<file path="config.mk">
export PLATFORM = sky130hd
export DESIGN_NAME = oled_report
export DESIGN_NICKNAME = d
export VERILOG_FILES = /design/src/rtl/oled_report.sv
export SDC_FILE = /design/constraint.sdc
export NUM_CORES = 1
export LEC_CHECK = 0
export CORE_ASPECT_RATIO = 0.8
export CORE_MARGIN = 5
export CORE_UTILIZATION = 62
export CTS_CLUSTER_SIZE = 28
export DETAILED_ROUTE_END_ITERATION = 8
export HOLD_SLACK_MARGIN = 0.1
export PLACE_DENSITY = 0.86
export SLEW_MARGIN = 20
export SYNTH_ARGS = -nofsm -noshare
export SYNTH_HDL_FRONTEND = slang
export SYNTH_SLANG_ARGS = --single-unit
export TNS_END_PERCENT = 10
</file>
<file path="constraint.sdc">
create_clock -name sysclk -period 7.85 [get_ports sysclk]
set_clock_uncertainty 0.1 [all_clocks]
set_input_delay 1.57 -clock sysclk [delete_from_list [all_inputs] [get_ports sysclk]]
set_output_delay 1.57 -clock sysclk [all_outputs]
set_load 0.02 [all_outputs]
</file>
<file path="src/rtl/oled_report.sv">
// Converts the captured cycle count to decimal and writes it, plus a
// +/- line for the check flags, into the OLED character buffer.
module oled_report #(
   parameter logic [5:0] CNT_ADDR = 6'd32,
   parameter logic [5:0] CHK_ADDR = 6'd48
) (
   input  logic        sysclk,
   input  logic        cpu_resetn,
   input  logic        halt,
   input  logic [31:0] cycles,
   input  logic [3:0]  check,
   output logic        busy,
   output logic        done,
   output logic        we_o,
   output logic [5:0]  waddr_o,
   output logic [7:0]  wdata_o
);

   typedef enum logic [1:0] {IDLE, CONV, WRITE, DONE} state_t;

   state_t      state, state_nxt;
   logic        halt_q;
   logic        trig;
   logic [31:0] bin;
   logic [39:0] bcd, bcd_adj;
   logic [3:0]  chk;
   logic [4:0]  step;
   logic [3:0]  idx;
   logic [9:0]  blank;
   logic [5:0]  nx_addr;
   logic [7:0]  nx_data;

   assign trig = halt & ~halt_q;

   always_ff @(posedge sysclk or negedge cpu_resetn)
      if (!cpu_resetn) state <= IDLE;
      else             state <= state_nxt;

   always_comb begin
      state_nxt = state;
      case (state)
         IDLE, DONE: if (trig) state_nxt = CONV;
         CONV:       if (step == 5'd31) state_nxt = WRITE;
         WRITE:      if (idx == 4'd14) state_nxt = DONE;
         default:    state_nxt = IDLE;
      endcase
   end

   // Double-dabble correction applied before each shift.
   always_comb begin
      logic [3:0] nib;
      bcd_adj = bcd;
      for (int n = 0; n < 10; n++) begin
         nib = bcd[4*n +: 4];
         bcd_adj[4*n +: 4] = (nib >= 4'd5) ? nib + 4'd3 : nib;
      end
   end

   // Leading-zero blanking: a digit blanks while it and every higher digit are 0.
   always_comb begin
      logic z;
      z = 1'b1;
      blank = '0;
      for (int i = 0; i < 10; i++) begin
         z = z & (bcd[4*(9-i) +: 4] == 4'd0);
         blank[i] = z && (i < 9);
      end
   end

   always_comb begin
      int         di;
      logic [1:0] j;
      nx_addr = '0;
      nx_data = '0;
      di = 9 - int'(idx);
      j  = 2'(idx - 4'd10);
      if (idx < 4'd10) begin
         nx_addr = CNT_ADDR + {2'b00, idx};
         nx_data = blank[idx] ? 8'h20 : {4'h3, bcd[4*di +: 4]};
      end else begin
         nx_addr = CHK_ADDR + {4'b0000, j};
         nx_data = chk[2'd3 - j] ? 8'h2B : 8'h2D;
      end
   end

   always_ff @(posedge sysclk or negedge cpu_resetn) begin
      if (!cpu_resetn) begin
         // Treat halt as already high so a halt held through reset is not a trigger.
         halt_q  <= 1'b1;
         bin     <= '0;
         bcd     <= '0;
         chk     <= '0;
         step    <= '0;
         idx     <= '0;
         busy    <= 1'b0;
         done    <= 1'b0;
         we_o    <= 1'b0;
         waddr_o <= '0;
         wdata_o <= '0;
      end else begin
         halt_q  <= halt;
         we_o    <= 1'b0;
         waddr_o <= '0;
         wdata_o <= '0;
         case (state)
            IDLE, DONE: if (trig) begin
               bin  <= cycles;
               chk  <= check;
               bcd  <= '0;
               step <= '0;
               busy <= 1'b1;
               done <= 1'b0;
            end
            CONV: begin
               {bcd, bin} <= {bcd_adj[38:0], bin, 1'b0};
               step       <= step + 5'd1;
               idx        <= '0;
            end
            WRITE: begin
               if (idx == 4'd14) begin
                  busy <= 1'b0;
                  done <= 1'b1;
               end else begin
                  we_o    <= 1'b1;
                  waddr_o <= nx_addr;
                  wdata_o <= nx_data;
                  idx     <= idx + 4'd1;
               end
            end
            default: ;
         endcase
      end
   end

endmodule

</file>
* Word-level counts from Yosys, hierarchy flattened
Index checks and enable logic that the tools add are counted.
** Operators by class
- $add $sub $neg :: 17
- Order comparisons :: 13
- Equal/unequal tests :: 9
- Shift-type cells :: 1
- Mux-type cells :: 42
- Bitwise gates (word level) :: 10
- Reduce and logical (&&, ||, !) cells :: 19
** Operators with widths (count)
- $pmux 40 s2 :: 1
- $pmux 32 s2 :: 1
- $ge 4x3->1 const B :: 10
- $mux 4 :: 10
- $mux 40 :: 1
- $shiftx 40x7->4 :: 1
- $add 4x2->4 const B :: 9
- $logic_not 4->1 :: 9
- $mux 32 :: 1
- $mux 6 :: 5
- $mux 5 :: 3
- $pmux 5 s2 :: 1
- $and 1x1->1 :: 9
- $mux 1 :: 8
- $ne 2x2->1 const B :: 4
- $pmux 4 s2 :: 1
- $add 5x3->6 const A :: 1
- $add 6x4->6 const A :: 1
- $mux 2 :: 3
- $mux 3 :: 2
- $pmux 2 s3 :: 1
- $reduce_and 2->1 :: 3
- $reduce_and 3->1 :: 2
- $reduce_bool 2->1 :: 3
- other kinds (19) :: 21
** Storage, ports and cells
- Flip-flop bits (word level) :: 105
- Output and inout bits :: 17
- Word-level logic and storage cells :: 123

* Longest topological paths before layout
Gate-level depths: netlist of run 1.
- Word-level depth :: 15
- Depth in mapped cells :: 10
- Gate-level depth less buffers :: 8

* Worst setup path after synthesis of run 1
Ideal clock, no wire load.
- Path type :: input to register
- Start :: input port halt
- End :: register bcd[4]
- Library setup time :: 0.095 ns
- Arrival :: 2.574 ns
- Required time :: 7.655 ns
- Setup slack :: 5.080 ns
- Stages :: 6
- Cells stage by stage :: nand3b_1 a21boi_2 buf_2 buf_2 nand2_1 o31ai_1
** On the way
- Cells in the longest elaborated chain, start to end :: 3
** RTL lines
- start, declared :: line 9 : input logic halt,
- $and 1x1->1 :: line 33 : assign trig = halt & ~halt_q;
- $ne 2x2->1 (no source line)
- $reduce_and 2->1 (no source line)
- end signal, assigned :: line 115 : {bcd, bin} <= {bcd_adj[38:0], bin, 1'b0};
- end, declared :: line 25 : logic [39:0] bcd, bcd_adj;
No other way between the ends.
A chain may end at the register's enable or synchronous reset.

* Final worst setup path of run 1
- Start :: input port halt
- End :: register bcd[27]
The elaborated chain is that of the path after synthesis.

==> results of run 1 <==
==> registers in the layout, summed over array words and instances, names as in the netlist <==
| name | flops |
|---|---|
| bcd | 40 |
| bin | 32 |
| busy | 1 |
| chk | 4 |
| done | 1 |
| halt_q | 1 |
| idx | 4 |
| state | 2 |
| step | 5 |
| waddr_o | 5 |
| wdata_o | 6 |
==> path summary, 6_finish.rpt <==
check / start / endpoint / slack, ns / cells after the start
worst max-delay path: halt / bcd[27] / 4.19 / 7
worst min-delay path: bin[9] / bin[9] / 0.38 / 2
worst max register to register: idx[1] / wdata_o[1] / 4.90 / 6
worst min register to register: bin[9] / bin[9] / 0.38 / 2
max in group asynchronous: cpu_resetn / idx[0] / 5.33 / 2
min in group asynchronous: cpu_resetn / bcd[36] / 1.04 / 1
==> kinds of logic (layout without fill, tap and decap cells) <==
| family | count (synthesis) | in the layout |
|---|---|---|
| and+or+nand+nor | 192 | 192 |
| other | 1 | 2 |
| xor gates and xnor gates | 14 | 14 |
| AOI/OAI and AO/OA | 157 | 157 |
| buffers and inverters | 69 | 106 |
| adders and majority gates | 37 | 37 |
| DFF | 101 | 101 |
| muxes | 50 | 50 |
==> metrics by stage <==
stage / total power, uW / utilization / instance area [um^2]
floorplan: 1340 / - / 5756
global placement: 1478 / 0.6965 / 6295
detailed placement: 1528 / 0.6965 / 6295
CTS: 2024 / 0.7325 / 6620
global route: 2154 / 0.7327 / 6621
finish: 2015 / 0.7327 / 6621
==> routing by layer <==
| layer | wire length, um | vias up |
|---|---|---|
| li1 | - | 2183 |
| met1 | 5403 | 2202 |
| met2 | 6270 | 182 |
| met3 | 887 | 19 |
| met4 | 148 | 0 |
| met5 | 0 | - |
==> layout make-up <==
| cell class | count | area share |
|---|---|---|
| clock inverters | 5 | 0.01247 |
| multi-input cells | 452 | 0.4446 |
| repair buffers | 56 | 0.08314 |
| flip-flops and latches | 101 | 0.3821 |
| clock buffers | 11 | 0.03666 |
| inverters | 34 | 0.01927 |
| well taps | 115 | 0.02173 |
==> critical path, stage by stage <==
cell             delay [ns]
clkdlybuf4s50_1        0.44
nand3b_1               0.26
a21boi_4               0.22
buf_4                  0.78
nor2_1                 0.13
a21oi_1                0.20
o21ai_0                0.09
==> layout by cell type (no fill, tap or decap), types with 2 or more instances in the layout <==
master / netlist / routed
conb_1: 1 / 2
nor3b_1: 9 / 9
nor3_1: 9 / 9
a31o_1: 2 / 2
a21oi_1: 49 / 49
bufinv_16: 0 / 2
buf_4: 6 / 4
dfrtp_1: 100 / 99
xnor2_1: 12 / 12
mux2i_1: 37 / 37
inv_1: 34 / 34
o21ai_0: 87 / 87
nand2_1: 93 / 93
mux4_2: 8 / 8
a22o_1: 3 / 3
nor2_1: 44 / 44
mux2_2: 4 / 4
a32o_1: 2 / 2
and3_1: 2 / 2
o31ai_1: 4 / 4
clkdlybuf4s50_1: 0 / 52
nand2b_1: 13 / 13
nand3_1: 13 / 13
xor2_1: 2 / 2
ha_1: 37 / 36
or3b_1: 4 / 4
clkbuf_16: 0 / 9
==> power by group <==
group	total (uW)	switching [uW]	internal (uW)
Clock	489	200	290
Sequential	771	120	652
Combinational	755	472	283
Total	2020	791	1220
==> summary.md, run 1 <==
| Metric | Value |
|---|---|
| Clk_lat worst skew | `0.35 ns` |
| Compound-gate portion of the synthesized area | `0.1503` |
| Placed insts | `758` |
| Clock tree from TritonCTS | `done` |
| 1st-pass router iterations | `5` |
| Post-Synth Adder-Cell Area | `0.08049` |
| Number of clock sinks | `101` |
| Gpl congestion | `0.8633` |
| Final Max Tran Viols | `0` |
| Status | `completed` |
| VDD IR max | `0.2552 mV` |
| Row Count | `31` |
| Leak pwr | `0.002934 uW` |
| Die Footprint | `0.01132 mm^2` |
| Instance count of the mapped netlist | `621` |
| Cts bufs inserted | `9` |
| Final Setup Violations | `0` |
| Vias in the first global route | `4520` |
| Setup WS post-layout | `4.191 ns` |
| CORE AREA | `0.009037 mm^2` |
| Filler cells | `618` |
| Top FF cell, synth | `dfrtp_1` |
| PostCTS Resize Cnt | `0` |
| First-pass GRT wire length | `21.46 mm` |
| Routed len/inst | `16.42 um` |
| Min Tclk post-route | `3.659 ns` |
| CP endpoint kind | `register` |
| Top cells by count, synth | `100 x dfrtp_1, 93 x nand2_1, 87 x o21ai_0` |
| Synth cell types | `44` |
| Met2 usage | `0.3936` |
| Synth async-reset ratio | `1.000` |
| Detail Route Antenna Nets | `0` |
| PD cells | `304.3 mW/mm^2` |
| Largest cells by area after synthesis | `dfrtp_1 44%, ha_1 8.0%, o21ai_0 7.6%` |
| Layout net count | `730` |
| Area of the multi-input gates | `0.002944 mm^2` |
| Vias per inst | `5.925` |
| Startpoint types | `input port` |
| Mux contribution to synthesized area | `0.1081` |
| Hold WC Path Type | `reg -> reg` |
| H-tree lvl count | `3` |
| Synth Register Bits | `101` |
| GRT Util Overall | `0.2334` |
| Layout area overhead | `15.12%` |
| I/O pins | `56` |
| Cts hold-fix bufs | `0` |
| Drt total wl | `12.71 mm` |
| CTS clk-pin slew, worst paths | `0.07 ns` |
| DP HPWL | `8.468 mm` |
| Busiest layer in global routing | `met2` |
| RSZ-0062 raised after global routing | `no` |
| Dpl ws | `3.903 ns` |
| Synth area leader | `dfrtp_1` |
| Initial antenna violation count | `0` |
| Sequential cell area | `0.002530 mm^2` |
| Max-Cap Viols | `0` |
| Met3 Resource Use GR | `0.06287` |
| Synth Area in XOR/XNOR | `0.02132` |
| Share of cells above drive strength 1 | `0.05615` |
| Post-Synth Simple-Gate Area | `0.1486` |
| Slew Limit Headroom | `0.2940` |
| Longest Clk Path Bufs | `2` |
| Die X | `117.7 um` |
| Starting density of the core | `0.6364` |
| Synth Warn # | `0` |
| Fin cells | `774` |
| N_diodes | `0` |
| DR iter-0 viols | `448` |
| Number of buffers added for setup after CTS | `0` |
| Vias | `4586` |
| F_max | `0.2733 GHz` |
| Post-synthesis sequential area ratio | `0.4396` |
| Largest family of logic cells by synthesized area | `compound AO/OA/AOI/OAI gates` |
| IO Port Bufs | `53` |
| Largest net degree at the start of global routing | `118` |
| Worst Path Required | `7.96 ns` |
| EDFF count, synth | `0` |
| Critical path type | `in -> reg` |
| Fin. Hold Viols | `0` |
| Hold slack | `0.3809 ns` |
| Gr ovfl total | `0` |
| Post-synth top area share | `0.4351` |
| Worst slew pin tran | `1.059 ns` |
| Post-Syn Area per Cell | `9.262 um^2` |
| Final setup TNS | `0 ns` |
| Root Driver | `clkbuf_16` |
| Post-synthesis cell area | `0.005752 mm^2` |
| Crit path max fanout | `117` |
| Tcrit/Tclk final | `0.4661` |
| Global routing usage on met1 | `0.3020` |
| Top-count cell post-synth | `dfrtp_1` |
| Arr. time, crit path | `3.77 ns` |
| DR DRC count | `0` |
| DIE HEIGHT | `96.15 um` |
Power figures use the tool's default switching activity.
==> run 2, diff against run 1 <==
- CORE_UTILIZATION: 62 -> 58
- PLACE_DENSITY: 0.86 -> 0.81
- clock period: 7.85 -> 3.67 ns (I/O delays scaled with it)
==> run 2 against run 1 <==
Net effect: power grew 110%; register-to-register slack lost 3.7 ns; wire length grew 1.1%; clock power grew 94%; first-iteration DRC count shrank 10%; utilization shrank 4.4 points; critical path type is now reg -> reg; largest power group is now combinational logic.
==> summary.md, run 2 (synthesized netlist as in run 1, its figures left out) <==
| Metric | Value |
|---|---|
| Status | `completed` |
| Area after DPL | `0.006349 mm^2 (+0.85%)` |
| Clk_lat worst skew | `0.35 ns (about the same)` |
| IO Port Bufs | `53 (unchanged)` |
| Setup WS post-layout | `1.159 ns (-3.032 ns)` |
| Cts bufs inserted | `9 (unchanged)` |
| Largest net degree at the start of global routing | `118 (unchanged)` |
| Dpl ws | `0.9003 ns (-3.003 ns)` |
| Commonest non-fill, non-tap cell in the layout | `dfrtp_1` |
| Worst path slowest cell | `dfrtp_1` |
| Vias | `4611 (+0.55%)` |
| CP endpoint kind | `register` |
| Final Max Tran Viols | `0 (unchanged)` |
| FF-to-FF End | `wdata_o[1]` |
| Finished Cell Area | `0.006645 mm^2 (+0.36%)` |
| Routed len/inst | `16.12 um (-1.8%)` |
| Number of flip-flops in the largest register | `40 (unchanged)` |
| Initial antenna violation count | `0 (unchanged)` |
| R2r startpoint | `bcd[16]` |
| Critical path type | `reg -> reg` |
| Min Tclk post-route | `2.511 ns` |
| Final setup TNS | `0 ns (unchanged)` |
| Biggest regs | `bcd: 40 flops, bin: 32 flops, wdata_o: 6 flops` |
| DR DRC count | `0 (unchanged)` |
| Flop pwr share | `0.381 (-0.002)` |
| Leak pwr | `0.002936 uW (about the same)` |
| Gr ovfl total | `0 (unchanged)` |
| Slew Limit Headroom | `0.3567 (+0.06271)` |
| Startpoint types | `register` |
| CORE AREA | `0.009649 mm^2 (+6.8%)` |
| Critical Path Max Stage Delay | `0.44 ns (-0.34 ns)` |
| Die Footprint | `0.01202 mm^2 (+6.2%)` |
| Die X | `121.3 um (+3.1%)` |
| Worst Path Required | `3.79 ns (-4.17 ns)` |
| Worst R2R Path Depth | `7 (+1)` |
| Sw power | `1674 uW (+110%)` |
| N_diodes | `0 (unchanged)` |
| DP HPWL | `8.692 mm (+2.6%)` |
| First-pass GRT wire length | `21.90 mm (+2.1%)` |
| Crit path max fanout | `5 (-96%)` |
| Fin cells | `797 (+3.0%)` |
| Hold slack | `0.3354 ns (-0.04544 ns)` |
| Worst slew pin tran | `0.9626 ns (-0.09640 ns)` |
| DIE HEIGHT | `99.07 um (+3.0%)` |
| H-tree lvl count | `3 (unchanged)` |
| Detail Route Antenna Nets | `0 (unchanged)` |
| PostCTS Resize Cnt | `0 (unchanged)` |
| Number of clock sinks | `101 (unchanged)` |
| Layout area overhead | `15.53%` |
| Tcrit/Tclk final | `0.6842` |
| Reg with most FFs | `bcd` |
| Arr. time, crit path | `2.64 ns (-1.13 ns)` |
| Cell family with most CP delay | `compound AO/OA/AOI/OAI gates` |
| Gpl congestion | `0.8408 (-2.6%)` |
| Buf+Inv Stages, Crit Path | `1 (-1)` |
| Longest Clk Path Bufs | `2 (unchanged)` |
| Sw frac | `0.3938 (+0.001384)` |
| VDD IR max | `0.5180 mV (+100%)` |
| Vias per inst | `5.785 (-2.4%)` |
| Vias in the first global route | `4516 (-0.088%)` |
| Root Driver | `clkbuf_16` |
| Share of cells above drive strength 1 | `0.05749 (+0.001343)` |
| GRT Util Overall | `0.2264 (-0.006923)` |
| CTS clk-pin slew, worst paths | `0.07 ns (about the same)` |
| Clock Power Share | `0.224 (-0.019)` |
| 1st-pass router iterations | `5 (unchanged)` |
| PD cells | `639.7 mW/mm^2 (+110%)` |
| DR iter-0 viols | `403 (-10%)` |
| Max-Cap Viols | `0 (unchanged)` |
| Starting density of the core | `0.5961 (-0.04036)` |
| P_int | `2577 uW (+110%)` |
| Row Count | `32 (+3.2%)` |
| F_max | `0.3983 GHz` |
| Combinational Power Share | `0.395 (+0.020)` |
| Cts hold-fix bufs | `0 (unchanged)` |
| Placed insts | `781 (+3.0%)` |
| RSZ-0062 raised after global routing | `no` |
| Number of buffers added for setup after CTS | `0 (unchanged)` |
| Hold WC Path Type | `in -> async` |
| Commonest non-fill, non-tap cells in the layout | `99 x dfrtp_1, 93 x nand2_1, 87 x o21ai_0` |
| Drt total wl | `12.85 mm (+1.1%)` |
| Layout net count | `732 (+0.27%)` |
| I/O pins | `56 (unchanged)` |
| Clock tree from TritonCTS | `done` |
| CP Cell Sequence | `inv_1, ha_1, nor3b_1, nand3_1, a211oi_1, o2111ai_1, a32o_1` |
| Final Setup Violations | `0 (unchanged)` |
| Fin. Hold Viols | `0 (unchanged)` |
| Reg2reg setup slack | `1.16 ns (-3.74 ns)` |
[run 2: how the worst max path moves through the flow]
stage                  from    endpoint  slack [ns]  depth (start not counted)
floorplan            idx[1]  wdata_o[1]        0.94                          9
global placement       halt     bcd[12]        0.96                          5
detailed placement     halt     bcd[36]        0.90                          5
CTS                  idx[0]  wdata_o[2]        1.05                          8
global route         idx[2]  wdata_o[0]        0.99                          7
finish              bcd[16]  wdata_o[1]        1.16                          7
[run 2: metrics by stage]
step,total power [uW],util
finish,4251,0.6887
global route,4547,0.6887
CTS,4280,0.6885
detailed placement,3311,0.6579
global placement,3216,0.6579
floorplan,2867,-
[run 2: metal layers]
layer | global-route usage | up-vias | wire length [um]
li1 | - | 2185 | -
met3 | 0.04073 | 21 | 678
met2 | 0.3800 | 145 | 6316
met1 | 0.3043 | 2260 | 5643
met4 | 0.06115 | 0 | 212
met5 | 0 | - | 0
[run 2: cell type report]
cell class                      instances  area (um^2)
Clock inverter                          4        48.80
Tap cell                              136        170.2
Inverter                               34        127.6
Multi-Input combinational cell        452         2944
Sequential cell                       101         2530
Clock buffer                           12        246.5
Timing Repair Buffer                   58        578.1
Fill cell                             753         3004
[run 2: power by group through the flow]
stage | registers [uW] | clock network [uW] | logic (uW)
floorplan | 1570 | 0 | 1300
global placement | 1610 | 0 | 1600
detailed placement | 1630 | 0 | 1680
CTS | 1620 | 964 | 1700
global route | 1660 | 1010 | 1880
finish | 1620 | 951 | 1680
